<file path="config.mk">
export PLATFORM = sky130hd
export DESIGN_NAME = spdif_frame_formatter
export DESIGN_NICKNAME = d
export VERILOG_FILES = /design/src/rtl/spdif_frame_formatter.sv
export SDC_FILE = /design/constraint.sdc
export NUM_CORES = 1
export LEC_CHECK = 0
export CAP_MARGIN = 40
export CELL_PAD_IN_SITES_DETAIL_PLACEMENT = 1
export CELL_PAD_IN_SITES_GLOBAL_PLACEMENT = 1
export CORE_AREA = 2 2 178 180
export CTS_CLUSTER_DIAMETER = 100
export DETAILED_ROUTE_END_ITERATION = 8
export DIE_AREA = 0 0 180 182
export MAX_ROUTING_LAYER = met4
export PLACE_DENSITY_LB_ADDON = 0.1
export SYNTH_ARGS = -nofsm -noshare
export SYNTH_HDL_FRONTEND = slang
export SYNTH_SLANG_ARGS = --single-unit
</file>
<file path="constraint.sdc">
create_clock -name clk -period 14.75 [get_ports clk]
set_input_delay 2.95 -clock clk [delete_from_list [all_inputs] [get_ports clk]]
set_output_delay 2.95 -clock clk [all_outputs]
set_load 0.005 [all_outputs]
</file>
<file path="src/rtl/spdif_frame_formatter.sv">
// S/PDIF subframe formatter: turns accepted stereo pairs into left/right 28-bit
// subframe payloads with preamble codes, channel status bit and even parity.
module spdif_frame_formatter #(
   parameter int SAMPLE_WIDTH = 24
) (
   input  logic                    clk,
   input  logic                    reset,
   input  logic [191:0]            channelStatus,
   input  logic                    validityFlag,
   input  logic                    resyncBlock,
   input  logic [SAMPLE_WIDTH-1:0] sampleLeft,
   input  logic [SAMPLE_WIDTH-1:0] sampleRight,
   input  logic                    sampleValid,
   output logic                    sampleReady,
   output logic [27:0]             subframeData,
   output logic [1:0]              preamble,
   output logic                    subframeValid,
   input  logic                    subframeReady,
   output logic [7:0]              frameIndex
);

   localparam int AUDIO_SHIFT = 24 - SAMPLE_WIDTH;
   localparam logic [1:0] PRE_B = 2'd0;
   localparam logic [1:0] PRE_M = 2'd1;
   localparam logic [1:0] PRE_W = 2'd2;

   typedef enum logic [1:0] {IDLE, LEFT, RIGHT} state_t;

   state_t       state;
   logic [191:0] statusReg;
   logic         resyncPending;
   logic [23:0]  rightAudio;
   logic         heldV;
   logic         heldC;

   logic [23:0]  leftAudioIn;
   logic [23:0]  rightAudioIn;
   logic [7:0]   acceptIdx;
   logic [191:0] acceptStatus;
   logic         acceptC;
   logic [7:0]   nextIndex;

   // Body is slots 4..30; the top bit makes the whole 28-bit payload even.
   function automatic logic [27:0] packSubframe(input logic [23:0] audio,
                                                input logic v,
                                                input logic c);
      logic [26:0] body;
      body = {c, 1'b0, v, audio};
      return {^body, body};
   endfunction

   // A resync seen on the accept cycle turns this pair into frame 0, so the
   // fresh status word (not the stale register) supplies its C bit.
   always_comb begin
      leftAudioIn  = 24'(sampleLeft) << AUDIO_SHIFT;
      rightAudioIn = 24'(sampleRight) << AUDIO_SHIFT;
      acceptIdx    = resyncBlock ? 8'd0 : frameIndex;
      acceptStatus = (acceptIdx == 8'd0) ? channelStatus : statusReg;
      acceptC      = acceptStatus[acceptIdx];
      nextIndex    = (resyncPending || resyncBlock || frameIndex == 8'd191) ?
                     8'd0 : frameIndex + 8'd1;
   end

   // Frame sequencer: IDLE takes a pair, LEFT and RIGHT each wait for the
   // downstream handshake before moving on, so a frame is never truncated.
   always_ff @(posedge clk or posedge reset) begin
      if (reset) begin
         state         <= IDLE;
         sampleReady   <= 1'b0;
         subframeValid <= 1'b0;
         subframeData  <= '0;
         preamble      <= PRE_B;
         frameIndex    <= '0;
         statusReg     <= '0;
         resyncPending <= 1'b0;
         rightAudio    <= '0;
         heldV         <= 1'b0;
         heldC         <= 1'b0;
      end else begin
         case (state)
            IDLE: begin
               sampleReady <= 1'b1;
               if (resyncBlock)
                  frameIndex <= 8'd0;
               if (sampleValid && sampleReady) begin
                  sampleReady   <= 1'b0;
                  frameIndex    <= acceptIdx;
                  if (acceptIdx == 8'd0)
                     statusReg <= channelStatus;
                  rightAudio    <= rightAudioIn;
                  heldV         <= validityFlag;
                  heldC         <= acceptC;
                  subframeData  <= packSubframe(leftAudioIn, validityFlag, acceptC);
                  preamble      <= (acceptIdx == 8'd0) ? PRE_B : PRE_M;
                  subframeValid <= 1'b1;
                  state         <= LEFT;
               end
            end
            LEFT: begin
               if (resyncBlock)
                  resyncPending <= 1'b1;
               if (subframeReady) begin
                  subframeData <= packSubframe(rightAudio, heldV, heldC);
                  preamble     <= PRE_W;
                  state        <= RIGHT;
               end
            end
            RIGHT: begin
               if (resyncBlock)
                  resyncPending <= 1'b1;
               if (subframeReady) begin
                  subframeValid <= 1'b0;
                  sampleReady   <= 1'b1;
                  frameIndex    <= nextIndex;
                  resyncPending <= 1'b0;
                  state         <= IDLE;
               end
            end
            default: state <= IDLE;
         endcase
      end
   end

endmodule

</file>
==> run metrics, run 1 <==
sequential power share=a little under two fifths; kind of critical path=in2reg; number of synthesized flops with an enable pin=0; Mapped Area=between 10000 and 15000 µm²; wire length per cell=about 24 µm; sw power=roughly 0.0012 W; Sw Ratio=~34%; status=completed; area grow syn2layout=32.8%; Root Buffer=clkbuf_16; Post-CTS Hold Buffers=0; fmax=between 0.15 and 0.2 GHz; Syn Inst Count=approximately 1200; Data arrival, critical path=a little under 7 ns; antenna violations before repair=5; ys async rst share=100%; clock buffer depth=3; final instance area=~18000 µm²; Worst-path clk slew=0.06 ns; routability cong.=~0.85; layout cell share with drive strength beyond 1=roughly 22%; CTS tree=yes; most common cell after layout, fill and taps aside=clkdlybuf4s50_1; sequential fraction of the synthesis area=just under 50%; gr usage total=between 20% and 30%; dpl hpwl=around 33000 µm; Lkg Pwr=between 7 and 8 nW; clock skew=approximately 0.0085 ns; Netlist cell types=80; Critical Path RT=around 15 ns; first-pass GRT wire length=around 70000 µm; Routed WL=~46000 µm; RSZ-0062 raised after global routing=false; type of origin of the critical path=input pin; Period minus WS final=around 6.4 ns; Max Slew Vio Count=0; min-delay worst type=reg2reg; DP Worst Slack=just under 8 ns; Post-DP Area=16800 µm²; io pins=286; Vias=roughly 11000; PD cells=between 150 and 200 nW/µm²; Logic pwr share=about two fifths; Starting Density=between 40% and 50%; setup violators final=0; Die W=approximately 180 µm; post-CTS sizing=0; DR DRC count=0; post-synthesis sequential element count=260; clock sinks=260; die area=32800 µm²; total core area=roughly 31000 µm²; total negative setup slack=0 ns; Crit Path Max Fanout=39; Worst IR Drop VDD=0.105 mV; chip height=between 150 and 200 µm; Layout fillers=approximately 3200; depth of the CTS H-tree=1; critical path capture point type=flop; Clock Power Share=between 20% and 30%; IO Port Bufs=284; total grt overflow=0; final hold violation count=0; Rel. slew slack=between 40% and 50%; drt via density=5.77; vias in the first global route=around 12000; most frequent cells in the layout=clkdlybuf4s50_1, dfrtp_1, mux2_2, nand2_1, nor2_1; postcts setup bufs=0; Max Cap Viol=0; clk_lat worst skew=between 0.5 and 0.6 ns; DRT Pass-1 Iters=5; Synth Area per Inst=roughly 11 µm²; Core Rows=65; Routed Antenna Nets=0; Synth Net Count=approximately 1500; cts bufs inserted=30; ys flop type=dfrtp_1; fin crit share=a little over two fifths; worst slew pin tran=between 0.8 and 0.9 ns; final worst-path setup slack=around 8.3 ns; Final nets=~1700; largest net degree at the start of global routing=78; 1st-iter DRT viols=around 800; YS warnings=0; internal power=between 0.002 and 0.0025 W
-- logic make-up after synthesis --
group           after synthesis  share of synthesized area (%)
simple gates                280                           9.93
buf+inv                     109                           3.70
other cells                   1                         0.0279
xor+xnor                     49                           3.19
mux                         274                           22.4
flops                       260                           48.3
fa+ha+maj                     4                          0.372
compound gates              231                           12.0
-- cell usage after synthesis, drive strengths merged, types with 6 or more instances --
master	count	area share, %
dfrtp	260	48
mux2	220	18
nand2	87	2.4
nor2	70	2.0
buf	58	2.3
mux2i	54	4.0
o21ai	52	2.0
a21oi	47	1.8
xnor2	42	2.7
nand3	39	1.5
clkbuf	34	0.95
nor3	19	0.71
a31oi	17	0.79
inv	16	0.45
nand2b	14	0.65
nor2b	10	0.46
o211ai	10	0.56
o31ai	10	0.56
a2111oi	9	0.59
and3	8	0.37
nor4	8	0.53
a21o	7	0.39
xor2	7	0.46
a211oi	6	0.37
a221o	6	0.45
a311oi	6	0.39
or3	6	0.28
-- worst max-delay path, stage by stage --
cell and delay, ns:
clkdlybuf4s50_1 0.46, buf_4 0.40, nand2b_1 0.73, buf_4 0.45, o21a_1 0.15, o221ai_1 0.11
o211a_1 0.18, a31oi_1 0.28, o2111ai_1 0.28, a221oi_2 0.53, or3_1 0.19, nand3_1 0.07
-- cell type report --
cell class / count / area (µm²) / share of cell area [%]
multi-input cells: 839 / 6500 / 36.3
clock buffers: 45 / 928 / 5.19
flip-flops and latches: 260 / 6510 / 36.4
clock inverters: 11 / 183 / 1.02
diodes: 5 / 12.5 / 0.0700
repair buffers: 314 / 3180 / 17.8
well taps: 402 / 503 / 2.81
inverters: 17 / 71.3 / 0.399
-- power groups by stage --
stage               clock (W)  combinational [W]  sequential, W
finish               0.000828            0.00138        0.00131
global route         0.000866            0.00149        0.00135
CTS                  0.000838            0.00140        0.00131
detailed placement          0            0.00138        0.00131
global placement            0            0.00130        0.00129
floorplan                   0           0.000976        0.00123
-- flip-flops by register name, summed over array words and instances (netlist names) --
register	flops
statusReg	192
subframeData	27
rightAudio	24
frameIndex	8
preamble	2
state	2
heldC	1
heldV	1
resyncPending	1
sampleReady	1
subframeValid	1
-- routing by layer --
layer	vias up	share of wire (%)	global-route usage (%)
met3	81	5.8	5.72
met5	-	0	-
met4	0	3.1	8.65
li1	4898	-	-
met1	5549	42	35.7
met2	398	49	47.0
-- metrics by stage --
step / utilization [%] / hold WS (ns) / instances / total power, W
2_1_floorplan: - / 0.471 / 1208 / 0.00221
3_3_place_gp: 53.5 / 0.477 / 1822 / 0.00260
3_5_place_dp: 54.1 / 0.489 / 1832 / 0.00269
4_1_cts: 57.7 / 0.502 / 1888 / 0.00354
5_1_grt: 57.7 / 0.516 / 1893 / 0.00371
6_report: 57.7 / 0.505 / 1893 / 0.00352
-- final timing paths --
path / startpoint / end / slack, ns / cells past startpoint
max: resyncBlock / subframeData[27]$_DFFE_PP0P_ / 8.33 / 12
min: preamble[0]$_DFFE_PP0P_ / preamble[0]$_DFFE_PP0P_ / 0.50 / 2
max reg2reg: frameIndex[0]$_DFFE_PP0P_ / subframeData[27]$_DFFE_PP0P_ / 10.27 / 11
min reg2reg: preamble[0]$_DFFE_PP0P_ / preamble[0]$_DFFE_PP0P_ / 0.50 / 2
max in group asynchronous: reset / statusReg[177]$_DFFE_PP0P_ / 9.89 / 5
min in group asynchronous: reset / statusReg[55]$_DFFE_PP0P_ / 2.81 / 2
(Power assumes the default switching activity.)
==> inputs of run 2 (changes only) <==
- CORE_AREA: 2 2 178 180 -> 2 2 197 199
- DIE_AREA: 0 0 180 182 -> 0 0 199 201
- clock period: 14.75 -> 5.75 ns (I/O delays scaled with it)
==> run 2 against run 1 <==
Total power grew to 2.6 times the previous value; first-iteration DRC count shrank 35%; routed wire length grew 4.4%; die area grew 22%; global-route usage shrank 3.6 points; register-to-register slack lost 8.5 ns; utilization shrank 10 points; via count shrank 1.2%; cell count grew 6.1%; largest power group unchanged; clock-buffer cell count grew 6; critical path type unchanged.
==> run metrics, run 2 (same netlist as run 1, synthesis figures left out) <==
Post-DP Area=16900 µm² (+0.67%); Vias=10800 (-1.2%); setup violators final=0 (unchanged); post-layout util=47.3% (-10 points); Reg with most FFs=statusReg; Max Slew Vio Count=0 (unchanged); Crit Path Max Fanout=17 (-56%); Period minus WS final=between 4 and 5 ns; 1st-iter DRT viols=518 (-35%); post-CTS sizing=0 (unchanged); clock buffer depth=3 (unchanged); antenna violations before repair=4 (-1); Layout fillers=4086 (+26%); total core area=38100 µm² (+23%); most frequent cells in the layout=clkdlybuf4s50_1, dfrtp_1, mux2_2, nand2_1, nor2_1; Sw Ratio=33.8% (+0.29 points); reg-to-reg startpoint=frameIndex[5]$_DFFE_PP0P_; RSZ-0062 raised after global routing=false; largest net degree at the start of global routing=150 (+92%); IO Port Bufs=284 (unchanged); worst slew pin tran=0.963 ns (+0.0832 ns); min-delay worst type=reg2reg; Die W=199 µm (+11%); internal power=0.00601 W (+160%); fin crit share=between 70% and 80%; Logic pwr share=38.7% (-0.5 points); most common cell after layout, fill and taps aside=clkdlybuf4s50_1; Starting Density=35.3% (-8.1 points); critical path capture point type=flop; drt via density=5.37 (-6.9%); Worst-path clk slew=0.06 ns (about the same); fmax=approximately 0.22 GHz; Data arrival, critical path=4.93 ns (-1.92 ns); layout cell share with drive strength beyond 1=21.7% (-0.082 points); chip height=201 µm (+10%); CTS tree=yes; clk_lat worst skew=0.53 ns (-0.03 ns); Routed Antenna Nets=0 (unchanged); registers with the most flip-flops=statusReg (192), subframeData (27), rightAudio (24); Critical Path RT=6.21 ns (-8.97 ns); status=completed; routability cong.=0.828 (-2.2%); total grt overflow=0 (unchanged); Max Cap Viol=0 (unchanged); clock skew=0.00974 ns (+0.00123 ns); Root Buffer=clkbuf_16; Worst IR Drop VDD=0.263 mV (+150%); worst r2r path cells=10 (-1); postcts setup bufs=0 (unchanged); Largest register FFs=192 (unchanged); dpl hpwl=34300 µm (+4.8%); worst hold start=preamble[0]$_DFFE_PP0P_; Reg2Reg Capture Point=subframeData[27]$_DFFE_PP0P_; sequential power share=37.5% (+0.2 points); DRT Pass-1 Iters=5 (unchanged); Rel. slew slack=35.8% (-4.7 points); setup slack, reg-to-reg=1.80 ns (-8.47 ns); sw power=0.00307 W (+160%); PD cells=504 nW/µm² (+160%); type of origin of the critical path=input pin; WHS Path Cells=2 (unchanged); die area=40000 µm² (+22%); Final nets=1716 (+0.23%); first-pass GRT wire length=72800 µm (+3.0%); Clock Power Share=23.8% (+0.3 points); depth of the CTS H-tree=2 (+1); hold path endpoint=preamble[0]$_DFFE_PP0P_; Routed WL=48100 µm (+4.4%); DR DRC count=0 (unchanged); wire length per cell=23.9 µm (-1.6%); total negative setup slack=0 ns (unchanged); io pins=286 (unchanged); Core Rows=72 (+11%); final instance area=18000 µm² (+0.73%); vias in the first global route=11800 (-0.56%); Post-CTS Hold Buffers=0 (unchanged); clock sinks=260 (unchanged); gr usage total=25.0% (-3.6 points); final hold violation count=0 (unchanged); kind of critical path=in2reg; area grow syn2layout=33.8%; Lkg Pwr=7.16 nW (-0.12%); cts bufs inserted=34 (+13%)
-- run 2: changes by cell type in the layout (fill, tap and decap cells not counted), moves of 2 or more --
cell / delta
clkinv_2: -2
clkbuf_8: -3
clkbuf_1: +3
bufinv_16: -3
clkbuf_16: +6
buf_16: -3
buf_12: +2
-- run 2: how the worst max path moves through the flow --
stage                              endpoint  slack (ns)  cells after the start         from
2_1_floorplan     frameIndex[0]$_DFFE_PP0P_        1.17                      1        reset
3_3_place_gp   subframeData[27]$_DFFE_PP0P_        0.91                     11  resyncBlock
3_5_place_dp   subframeData[27]$_DFFE_PP0P_        0.85                     11  resyncBlock
4_1_cts        subframeData[27]$_DFFE_PP0P_        1.36                     11  resyncBlock
5_1_grt        subframeData[27]$_DFFE_PP0P_        1.14                     11  resyncBlock
6_report       subframeData[27]$_DFFE_PP0P_        1.28                     11  resyncBlock
-- run 2: critical path, stage by stage --
cell	delay, ns
clkdlybuf4s50_1	0.93
buf_4	0.33
nand2b_1	0.45
nor2_1	0.14
o221a_2	0.15
a2111oi_0	0.61
a22oi_1	0.18
nor4_2	0.38
a221oi_2	0.13
or3_1	0.37
nand3_1	0.08
-- run 2: final cells by class --
| type | count | area [µm²] | share of cell area, % |
|---|---|---|---|
| sequential | 260 | 6510 | 36.1 |
| tap | 518 | 648 | 3.60 |
| timing repair buffer | 314 | 3150 | 17.5 |
| inverter | 17 | 67.6 | 0.375 |
| multi-input combinational | 839 | 6500 | 36.1 |
| clock inverter | 6 | 83.8 | 0.465 |
| antenna | 4 | 10.0 | 0.0556 |
| clock buffer | 51 | 1050 | 5.82 |
-- run 2: layer usage --
| metal | up-vias | global-route usage (%) | part of all wire (%) |
|---|---|---|---|
| met5 | - | - | 0 |
| met4 | 0 | 8.24 | 2.9 |
| met3 | 84 | 5.19 | 6.1 |
| met2 | 333 | 39.6 | 48 |
| met1 | 5472 | 31.9 | 43 |
| li1 | 4905 | - | - |
-- run 2: through the flow --
stage	total power, W	hold WS (ns)	cells	setup slack, ns
after detailed placement	0.00696	0.483	1948	0.854
final	0.00908	0.499	2009	1.28
after global placement	0.00682	0.484	1944	0.912
after CTS	0.00919	0.502	2005	1.36
after global routing	0.00967	0.521	2009	1.14
after floorplan	0.00566	0.471	1208	1.17
-- run 2: power by group through the flow --
| stage | sequential (W) | clock (W) | combinational (W) |
|---|---|---|---|
| after floorplan | 0.00315 | 0 | 0.00250 |
| after global routing | 0.00352 | 0.00229 | 0.00386 |
| after CTS | 0.00341 | 0.00222 | 0.00357 |
| after global placement | 0.00341 | 0 | 0.00340 |
| after detailed placement | 0.00342 | 0 | 0.00354 |
| final | 0.00340 | 0.00216 | 0.00352 |
